`src/rtl/xs3_to_bcd_deserializer_if.sv`:
```
// Digit-in / word-out handshake bundle for the Excess-3 to BCD deserializer.
// master = upstream digit source plus downstream word sink; slave = the deserializer.
interface xs3_to_bcd_deserializer_if #(
    parameter int DIGITS = 4
);
    logic [3:0]                     in_xs3;
    logic                           in_valid;
    logic                           in_last;
    logic                           in_ready;
    logic [4*DIGITS-1:0]            out_bcd;
    logic [$clog2(DIGITS+1)-1:0]    out_count;
    logic                           out_err;
    logic [DIGITS-1:0]              out_err_mask;
    logic                           out_valid;
    logic                           out_ready;

    modport master (
        output in_xs3, in_valid, in_last, out_ready,
        input  in_ready, out_bcd, out_count, out_err, out_err_mask, out_valid
    );

    modport slave (
        input  in_xs3, in_valid, in_last, out_ready,
        output in_ready, out_bcd, out_count, out_err, out_err_mask, out_valid
    );
endinterface

```
`src/rtl/xs3_to_bcd_deserializer.sv`:
```
// Collects Excess-3 digits (MSD first) into a right-aligned packed BCD word and
// presents it on a valid/ready port, flagging any out-of-range digit codes.
module xs3_to_bcd_deserializer #(
    parameter int DIGITS = 4
) (
    input  logic                      clk,
    input  logic                      reset,
    xs3_to_bcd_deserializer_if.slave  bus
);
    localparam int                WORD_W   = 4 * DIGITS;
    localparam int                CNT_W    = $clog2(DIGITS + 1);
    localparam logic [CNT_W-1:0]  LAST_IDX = CNT_W'(DIGITS - 1);

    typedef enum logic {
        COLLECT = 1'b0,
        HOLD    = 1'b1
    } state_t;

    function automatic logic xs3_bad(input logic [3:0] code);
        return (code < 4'h3) || (code > 4'hC);
    endfunction

    // Invalid codes are stored as zero so the word stays legal BCD.
    function automatic logic [3:0] xs3_to_bcd(input logic [3:0] code);
        return xs3_bad(code) ? 4'h0 : (code - 4'd3);
    endfunction

    state_t             r_state;
    logic [WORD_W-1:0]  r_word;
    logic [DIGITS-1:0]  r_mask;
    logic [CNT_W-1:0]   r_count;
    logic               r_err;
    logic               r_in_ready;
    logic               r_out_valid;

    logic [3:0]         w_digit;
    logic               w_bad;
    logic               w_in_beat;
    logic               w_out_beat;
    logic               w_frame_end;

    assign w_digit     = xs3_to_bcd(bus.in_xs3);
    assign w_bad       = xs3_bad(bus.in_xs3);
    assign w_in_beat   = bus.in_valid & r_in_ready;
    assign w_out_beat  = r_out_valid & bus.out_ready;
    assign w_frame_end = bus.in_last | (r_count == LAST_IDX);

    always_ff @(posedge clk) begin
        if (reset) begin
            r_state     <= COLLECT;
            r_word      <= '0;
            r_mask      <= '0;
            r_count     <= '0;
            r_err       <= 1'b0;
            r_in_ready  <= 1'b1;
            r_out_valid <= 1'b0;
        end else begin
            case (r_state)
                COLLECT: begin
                    if (w_in_beat) begin
                        r_word  <= {r_word[WORD_W-5:0], w_digit};
                        r_mask  <= {r_mask[DIGITS-2:0], w_bad};
                        r_count <= r_count + 1'b1;
                        r_err   <= r_err | w_bad;
                        if (w_frame_end) begin
                            r_state     <= HOLD;
                            r_in_ready  <= 1'b0;
                            r_out_valid <= 1'b1;
                        end
                    end
                end
                HOLD: begin
                    // Clearing here makes the next frame start from zero, giving right alignment.
                    if (w_out_beat) begin
                        r_state     <= COLLECT;
                        r_word      <= '0;
                        r_mask      <= '0;
                        r_count     <= '0;
                        r_err       <= 1'b0;
                        r_in_ready  <= 1'b1;
                        r_out_valid <= 1'b0;
                    end
                end
                default: begin
                    r_state     <= COLLECT;
                    r_in_ready  <= 1'b1;
                    r_out_valid <= 1'b0;
                end
            endcase
        end
    end

    assign bus.in_ready     = r_in_ready;
    assign bus.out_valid    = r_out_valid;
    assign bus.out_bcd      = r_word;
    assign bus.out_count    = r_count;
    assign bus.out_err      = r_err;
    assign bus.out_err_mask = r_mask;
endmodule

```
`src/flat_wrapper.sv`:
```
// flat-port wrapper written by rule: the top's interface ports become plain ports
module xs3_to_bcd_deserializer_flat 
#(
    parameter int DIGITS = 4
)
  (clk, reset, bus_in_xs3, bus_in_valid, bus_in_last, bus_out_ready, bus_in_ready, bus_out_bcd, bus_out_count, bus_out_err, bus_out_err_mask, bus_out_valid);
  xs3_to_bcd_deserializer_if #(.DIGITS(DIGITS)) bus_i ();
  input  logic clk;
  input  logic reset;
  input wire logic [$bits(bus_i.in_xs3)-1:0] bus_in_xs3;
  input wire logic [$bits(bus_i.in_valid)-1:0] bus_in_valid;
  input wire logic [$bits(bus_i.in_last)-1:0] bus_in_last;
  input wire logic [$bits(bus_i.out_ready)-1:0] bus_out_ready;
  output wire logic [$bits(bus_i.in_ready)-1:0] bus_in_ready;
  output wire logic [$bits(bus_i.out_bcd)-1:0] bus_out_bcd;
  output wire logic [$bits(bus_i.out_count)-1:0] bus_out_count;
  output wire logic [$bits(bus_i.out_err)-1:0] bus_out_err;
  output wire logic [$bits(bus_i.out_err_mask)-1:0] bus_out_err_mask;
  output wire logic [$bits(bus_i.out_valid)-1:0] bus_out_valid;
  assign bus_i.in_xs3 = bus_in_xs3;
  assign bus_i.in_valid = bus_in_valid;
  assign bus_i.in_last = bus_in_last;
  assign bus_i.out_ready = bus_out_ready;
  assign bus_in_ready = bus_i.in_ready;
  assign bus_out_bcd = bus_i.out_bcd;
  assign bus_out_count = bus_i.out_count;
  assign bus_out_err = bus_i.out_err;
  assign bus_out_err_mask = bus_i.out_err_mask;
  assign bus_out_valid = bus_i.out_valid;
  xs3_to_bcd_deserializer #(.DIGITS(DIGITS)) u_core (.clk(clk), .reset(reset), .bus(bus_i));
endmodule
```
`config.mk`:
```
export PLATFORM = sky130hd
export DESIGN_NAME = xs3_to_bcd_deserializer_flat
export DESIGN_NICKNAME = d
export VERILOG_FILES = /design/src/rtl/xs3_to_bcd_deserializer_if.sv /design/src/rtl/xs3_to_bcd_deserializer.sv /design/src/flat_wrapper.sv
export SDC_FILE = /design/constraint.sdc
export NUM_CORES = 1
export LEC_CHECK = 0
export CAP_MARGIN = 0
export CORE_MARGIN = 5
export CORE_UTILIZATION = 44
export CTS_CLUSTER_DIAMETER = 150
export DETAILED_ROUTE_END_ITERATION = 10
export HOLD_SLACK_MARGIN = 0.12
export PLACE_DENSITY = 0.89
export SLEW_MARGIN = 20
export SYNTH_ARGS = -nofsm -noshare
export SYNTH_HDL_FRONTEND = slang
export SYNTH_SLANG_ARGS = --single-unit
```
`constraint.sdc`:
```
create_clock -name clk -period 1.8 [get_ports clk]
set_input_delay 0.36 -clock clk [delete_from_list [all_inputs] [get_ports clk]]
set_output_delay 0.36 -clock clk [all_outputs]
set_load 0.05 [all_outputs]
```
Word-level counts from Yosys, hierarchy flattened
Cells that the tools add are included.

word-level totals
  bits in registers = 27
  input port bits = 9

cells by class
  $add $sub $neg = 2
  $lt $le $gt $ge = 2
  equality and inequality tests = 4
  muxes and demuxes = 24
  bitwise gates (word level) = 5
  reductions and logical operators = 3

operators with widths
  kind                                                        count
  two-way mux 16 bit                                          2
  case mux 16 bit (2 select lines)                            1
  two-way mux 4 bit                                           3
  two-way mux 1 bit                                           10
  case mux 1 bit (2 select lines)                             4
  case mux 4 bit (2 select lines)                             1
  two-way mux 3 bit                                           2
  case mux 3 bit (2 select lines)                             1
  > comparator 4 bit, second input constant                   1
  less-than comparator 4 x 2 -> 1 bit, second input constant  1
  != test 2 x 1 -> 1 bit, second input constant               2
  subtractor 4 x 2 -> 4 bit, second input constant            1
  adder 3 x 1 -> 3 bit, second input constant                 1
  equality test 3 x 2 -> 1 bit, second input constant         1
  AND reduction 3 bit                                         1
  bitwise AND 1 bit                                           2
  != test 2 bit, second input constant                        1
  OR 1 bit                                                    2
  AND reduction 2 bit                                         1
  logical OR 1 bit                                            1
  inverter 1 bit                                              1

Logic depth before layout (Yosys ltp)
Gate-level depths: netlist of run 1.

  word-level depth = 5
  depth in mapped cells = 7
  depth with buffers taken out = 6

Worst setup path after synthesis of run 1
Ideal clock, no wire load.

  path kind = register -> register
  from = register u_core.r_in_ready (netlist: u_core.bus.in_ready)
  to = register u_core.r_word[10] (netlist: u_core.bus.out_bcd[10])
  arrival = 1.740 ns
  path slack = -0.057 ns
  stages on the path, launching flop included = 8
  cells stage by stage = dfxtp_1 -> and3b_1 -> buf_6 -> a31oi_2 -> and2b_1 -> buf_6 -> buf_12 -> a22o_2

on the way
  cells in the longest elaborated chain, start to end = 3

ends and longest elaborated chain
  item                              line                           text
  start, declared                   xs3_to_bcd_deserializer.sv:33  logic r_in_ready;
  start signal, assigned            xs3_to_bcd_deserializer.sv:55  r_in_ready <= 1'b1;
  start signal, assigned            xs3_to_bcd_deserializer.sv:67  r_in_ready <= 1'b0;
  start signal, assigned            xs3_to_bcd_deserializer.sv:80  r_in_ready <= 1'b1;
  bitwise AND 1 bit                 xs3_to_bcd_deserializer.sv:44  assign w_in_beat = bus.in_valid & r_in_ready;
  != test 2 x 1 -> 1 bit (no line)  --
  AND reduction 2 bit (no line)     --
  end signal, assigned              xs3_to_bcd_deserializer.sv:61  r_word <= {r_word[WORD_W-5:0], w_digit};
  end, declared                     xs3_to_bcd_deserializer.sv:29  logic [WORD_W-1:0] r_word;

Every way passes these cells.
A chain may end at the register's enable or synchronous reset.

Final worst setup path of run 1
  from = input bus_in_xs3[0]
  to = register u_core.r_word[0] (netlist: u_core.bus.out_bcd[0])

on the way
  cells in the longest elaborated chain, start to end = 5
  elaborated cells between the ends (all ways) = 7

ends and longest elaborated chain
  item                                                                       line                           text
  start, declared                                                            flat_wrapper.sv:10             input wire logic [$bits(bus_i.in_xs3)-1:0] bus_in_xs3;
  less-than comparator 4 x 2 -> 1 bit or > comparator 4 bit (tied branches)  xs3_to_bcd_deserializer.sv:20  return (code < 4'h3) || (code > 4'hC);
  logical OR 1 bit                                                           xs3_to_bcd_deserializer.sv:20
  two-way mux 4 bit *                                                        xs3_to_bcd_deserializer.sv:25  return xs3_bad(code) ? 4'h0 : (code - 4'd3);
  two-way mux 16 bit *                                                       xs3_to_bcd_deserializer.sv:60  if (w_in_beat) begin
  case mux 16 bit (2 select lines) *                                         xs3_to_bcd_deserializer.sv:58  case (r_state)

Mark *: on every way between the ends. The rest lies on a longest branch, timed or not. The select of a mux whose other input is x is not followed.

==> results.ini, run 1 <==
[setup_path]
slowest_delay_ns=0.50
worstPathMaxFanout=3
reg2reg_from=u_core.r_state$_SDFF_PP0_
worstPathArrival_ns=1.74
cp-start-kind=input port
path_cells=clkdlybuf4s50_1, inv_1, ha_1, nor2b_1, a21oi_1, a32oi_1, nor2_1
crit_slowest_cell=clkdlybuf4s50_1
crit_required_ns=2.02
crit_path_end_kind=register
crit_type=input port to register
r2r_cells=5
startpoint=bus_in_xs3[0]

[layout]
num_antenna_cells=0
drive_above_1_share_pct=42.96
synthToLayoutAreaGrowth_pct=33.97
postLayoutCoreUtil_pct=62.75
fillCellCount=193
nets=149

[run]
cap_violations=0

[floorplanning]
dieArea_um2=3452
coreArea_um2=2233
die_h_um=58.76
pin_count=35
fp-row-count=17
die_w_um=58.76
initial_core_util_pct=46.83

[hold_path]
min_path_type=register to register
min-delay-start=u_core.bus.in_ready$_SDFFE_PP1P_
hold_depth=2

[grt]
grt_pass1_wl_um=3850
antenna_found_initial=0
grt.overflow.total=0
track_usage_pct=13.97
grt_max_degree=16
grt_pass1_vias=863

[route]
post-route-drc-count=0
wl_met3_um=195
top_layer_used=met4
routed_wl_um=2216
wl_per_cell_um=13.60
drt-met1-wl_um=948
drt_iter0_drc=27
via_per_inst=5.227
wl_met2_um=1050
vias=852
dr.pass1.iters=4
final_antenna_net_count=0

[sta]
fin_crit_ns=1.518
relSlewSlack_pct=77.80
slew_viol_final=0
rsz0062_at_grt=no
worst_pin_slew_ns=0.3295
finalCritPeriodShare_pct=84.32
finalClockSkew_ns=0.006295
setup_viol_count_final=0
max_freq_mhz=658.8
final_hold_viol_count=0

[synth]
synth_top_area_cell=dfxtp_1
synth_fa_ha_area_share_pct=4.785
synth-simple-area-share_pct=9.091
synth-edff-count=0
synth_compound_area_share_pct=26.79
ys_ff_latch=27
syn_area_um2=1046
synthXorXnorAreaFrac_pct=1.675
syn_area_per_cell_um2=11.25
yosysUniqueCellTypes=29
synth_area_leaders=dfxtp_1, a22o_2, ha_1
synth_nets=106
synth_common_cells=dfxtp_1, a22o_2, nand2_1, nor2_1
muxShareOfSynthArea_pct=0
synth_most_common_cell=dfxtp_1
ys_seq_area_share_pct=51.67
postSynthCellCount=93
synth_top_family_by_area=compound AO/OA/AOI/OAI gates
yosys.area.top_type_share_pct=51.67
ys.flop_type=dfxtp_1
synthArstFlopShare_pct=0
yosysWarnings=0

[clock_network]
cts_buffers=3
clock_latency_ns=0.31
path_clk_slew_ns=0.14
ctsHoldBuffers=0
clockRootBuffer=clkbuf_4
cts_setup_buffers=0
htree_levels=1
cts.path.max_buffers=2
cts_tree=yes
cts_resized=0
clock-sinks=27

[outcome]
status=complete, no violations

[place]
dp_hpwl_um=1755
gp_congestion=0.7865
numPortBuffers=34

[pwr]
irDropWorstVdd_mv=0.5035
p_leak_nw=0.6438
p_total_mw=1.160
powerDensity_nw_per_um2=827.7

-- worst paths after layout --
path,slack (ns),end
setup / recovery,0.28,u_core.bus.out_bcd[0]$_SDFFE_PP0P_
hold / removal,0.50,u_core.bus.in_ready$_SDFFE_PP1P_
setup reg to reg,0.40,u_core.bus.out_bcd[6]$_SDFFE_PP0P_
hold reg to reg,0.50,u_core.bus.in_ready$_SDFFE_PP1P_
-- through the flow --
| stage | cells | TNS (ns) | hold slack, ns | setup slack, ns | instance area (um2) |
|---|---|---|---|---|---|
| final | 163 | 0 | 0.5003 | 0.2822 | 1401 |
| after CTS | 163 | 0 | 0.5048 | 0.3049 | 1401 |
| after global placement | 159 | 0 | 0.4525 | 0.02903 | 1374 |
| after floorplan | 93 | 0 | 0.4890 | 0.09513 | 1047 |
| after global routing | 163 | 0 | 0.5239 | 0.1518 | 1401 |
| after detailed placement | 159 | -0.2997 | 0.4727 | -0.04016 | 1374 |
-- cell usage in the layout, fill, tap and decap left out, types with 2 or more instances in the layout --
cell and count:
a22oi_1 2, a32oi_1 2, nor2_1 6, inv_1 3, buf_4 35, nand2_1 7
clkbuf_4 3, nor3_1 2, clkdlybuf4s50_1 8, dfxtp_1 26, a21oi_1 4, ha_1 4
a22o_2 16
-- metal layers --
metal	up-vias	track usage, %
met5	-	0
met4	0	3.236
met3	2	3.947
met2	38	23.03
met1	384	18.06
li1	428	-
-- area by class of cell --
cell class	instances	area, um2	area share, %
clock buffers	3	22.52	1.607
clock inverters	1	5.005	0.3571
inverters	3	11.26	0.8036
multi-input cells	58	442.9	31.61
flip-flops and latches	27	541.8	38.66
well taps	28	35.03	2.500
repair buffers	43	342.8	24.46
-- flip-flops by register name, indices dropped and copies added, names as in the netlist --
name / count
u_core.bus.in_ready: 1
u_core.bus.out_count: 3
u_core.bus.out_err: 1
u_core.r_state: 1
u_core.bus.out_err_mask: 4
u_core.bus.out_bcd: 16
u_core.bus.out_valid: 1
-- kinds of logic after synthesis --
group | Yosys count
AO/OA/AOI/OAI | 32
flip-flops | 27
AND/OR/NAND/NOR | 20
buffers and inverters | 8
adder cells (fa/ha/maj) | 4
XOR/XNOR | 2
-- worst max-delay path, delay by kind of cell --
kind / cells / cell delay, ns
AND/OR/NAND/NOR: 2 / 0.23
buffers and inverters: 2 / 0.57
adder cells (fa/ha/maj): 1 / 0.20
AO/OA/AOI/OAI: 2 / 0.37
-- report_power, final --
group / internal [mW] / leakage (nW) / total [mW] / switching, mW
logic: 0.102 / 0.407 / 0.260 / 0.158
clock network: 0.0831 / 0.0177 / 0.253 / 0.170
registers: 0.624 / 0.219 / 0.647 / 0.0234
No activity file was read; power rests on OpenSTA's default activity.
==> inputs of run 2 (changes only) <==
- clock period: 1.8 -> 1.5 ns (I/O delays scaled with it)
==> run 2 against run 1 <==
Against the previous run: non-clock buffer count is 8 higher; global-route usage up 6.6 points; via count grew 9.0%; largest cell class is now buffers; worst setup slack got worse by 0.25 ns; worst hold slack improved by 0.051 ns; clock skew decreased by 0.0039 ns; critical path depth is 1 lower; highest routed layer unchanged; design area is 35% higher; cell count rose by 4.9%.
==> results.ini, run 2 (same netlist as run 1, synthesis figures left out) <==
[outcome]
status=complete, no violations

[floorplanning]
die_h_um=58.76  ; unchanged
initial_core_util_pct=46.83  ; unchanged
coreArea_um2=2233  ; unchanged
fp-row-count=17  ; unchanged
dieArea_um2=3452  ; unchanged
die_w_um=58.76  ; unchanged
pin_count=35  ; unchanged

[hold_path]
min-delay-start=u_core.bus.out_valid$_SDFFE_PP0P_
hold_depth=2  ; unchanged
min_path_type=register to register

[route]
dr.pass1.iters=4  ; unchanged
vias=929  ; +9.0%
routed_wl_um=3085  ; +39%
drt_iter0_drc=31  ; +15%
post-route-drc-count=0  ; unchanged
final_antenna_net_count=0  ; unchanged
via_per_inst=5.433  ; +3.9%
wl_per_cell_um=18.04  ; +33%

[sta]
finalClockSkew_ns=0.002412  ; -0.003884 ns
relSlewSlack_pct=81.81  ; +4.0 points
final_hold_viol_count=0  ; unchanged
layout_setup_ws_ns=0.03635  ; -0.2458 ns
fin_crit_ns=1.464
worst_pin_slew_ns=0.2715  ; -0.05799 ns
finalCritPeriodShare_pct=97.58
setup_viol_count_final=0  ; unchanged
max_freq_mhz=683.2
slew_viol_final=0  ; unchanged

[layout]
num_antenna_cells=0  ; unchanged
mostFrequentLayoutCells=buf_12, dfxtp_1, buf_4
largest_register_ffs=16  ; unchanged
layout.cells.most_common=buf_12
multi_input_area_um2=515.5  ; +16%
drive_above_1_share_pct=48.25  ; +5.3 points
synthToLayoutAreaGrowth_pct=80.62
nets=157  ; +5.4%
ff_latch_area_um2=545.5  ; +0.69%
layout.cells.non_filler=171  ; +4.9%
fillCellCount=103  ; -47%

[clock_network]
clock_latency_ns=0.33  ; +0.02 ns
clockRootBuffer=clkbuf_4
cts_buffers=3  ; unchanged
cts_tree=yes
cts.path.max_buffers=2  ; unchanged
path_clk_slew_ns=0.14  ; about the same
htree_levels=1  ; unchanged
clock-sinks=27  ; unchanged

[place]
numPortBuffers=34  ; unchanged
dp_hpwl_um=2523  ; +44%
numPlacedInstances=167  ; +5.0%
dp_slack_ns=-0.3554  ; -0.3153 ns
gp_congestion=0.8158  ; +3.7%

[grt]
grt_pass1_wl_um=5292  ; +37%
track_usage_pct=20.54  ; +6.6 points
antenna_found_initial=0  ; unchanged
grt.overflow.total=0  ; unchanged
grt_max_degree=19  ; +3
grt_pass1_vias=1017  ; +18%

[pwr]
irDropWorstVdd_mv=0.8324  ; +65%
p_leak_nw=0.8189  ; +27%
powerDensity_nw_per_um2=826.7  ; -0.13%
p_total_mw=1.562  ; +35%

[setup_path]
r2r_end=u_core.bus.out_count[1]$_SDFFE_PP0P_
worstPathMaxFanout=18  ; +15
crit_end=u_core.bus.out_count[1]$_SDFFE_PP0P_
crit_path_end_kind=register
reg2reg_from=u_core.bus.in_ready$_SDFFE_PP1P_
r2r_slack_ns=0.09  ; -0.31 ns
cp-start-kind=input port
startpoint=bus_in_valid
worstPathArrival_ns=1.71  ; -0.03 ns
r2r_cells=5  ; unchanged
crit_type=input port to register
crit_required_ns=1.74  ; -0.28 ns

[run]
cap_violations=0  ; unchanged

run 2: cell types whose count changed in the layout (fill, tap and decap cells not counted), sizes merged:
cell	previous run	this run
inv	3	4
buf	35	43
clkinv	1	0
run 2: cell type report:
class,count,share of cell area (%)
Sequential cell,27,28.87
Tap cell,28,1.854
Clock buffer,3,1.192
Timing Repair Buffer,51,39.87
Inverter,3,0.5960
Multi-Input combinational cell,58,27.28
Clock inverter,1,0.3311
run 2: how the worst min path moves through the flow:
stage	to	slack [ns]
4_1_cts	u_core.bus.out_valid$_SDFFE_PP0P_	0.55
3_5_place_dp	u_core.bus.out_valid$_SDFFE_PP0P_	0.53
5_1_grt	u_core.bus.out_bcd[13]$_SDFFE_PP0P_	0.59
3_3_place_gp	u_core.bus.in_ready$_SDFFE_PP1P_	0.48
2_1_floorplan	u_core.bus.in_ready$_SDFFE_PP1P_	0.48
6_report	u_core.bus.out_valid$_SDFFE_PP0P_	0.55
run 2: metrics by stage:
step / instance area [um2] / TNS, ns / util, % / hold slack [ns]
after global placement: 1857 / -5.100 / 83.14 / 0.4776
after CTS: 1886 / 0 / 84.43 / 0.5517
final: 1889 / 0 / 84.59 / 0.5509
after detailed placement: 1857 / -7.636 / 83.14 / 0.5308
after global routing: 1889 / -0.004646 / 84.59 / 0.5937
after floorplan: 1120 / -0.5354 / - / 0.4797
run 2: metal layers:
metal  GRT usage [%]  wire length, um  vias to the layer above
met5               0                0                        -
met4           4.854               24                        0
met3           4.386              152                        4
met2           38.17             1711                       40
met1           23.66             1196                      436
li1                -                -                      449
run 2: repair_timing:
item | CTS | global route
hold buffers | 0 | 0
setup endpoints to repair | 0 | 6
buffers inserted | 0 | 0
gates resized for setup | 0 | 3
run 2: worst max-delay path, stage by stage:
cell             delay [ns]
clkdlybuf4s50_1        0.48
and3b_2                0.24
a31oi_4                0.05
and2b_1                0.21
buf_12                 0.16
a22o_2                 0.26
run 2: power by group:
| part | internal (mW) | leakage [nW] | switching, mW |
|---|---|---|---|
| Sequential | 0.748 | 0.220 | 0.0477 |
| Clock | 0.104 | 0.0183 | 0.219 |
| Combinational | 0.222 | 0.581 | 0.220 |
| Total | 1.07 | 0.819 | 0.487 |
==> inputs of run 3 (changes only) <==
- ABC_CLOCK_PERIOD_IN_PS: default -> 1500
==> results of run 3 <==
The final DEF is identical to that of run 2; final timing and power are the same.
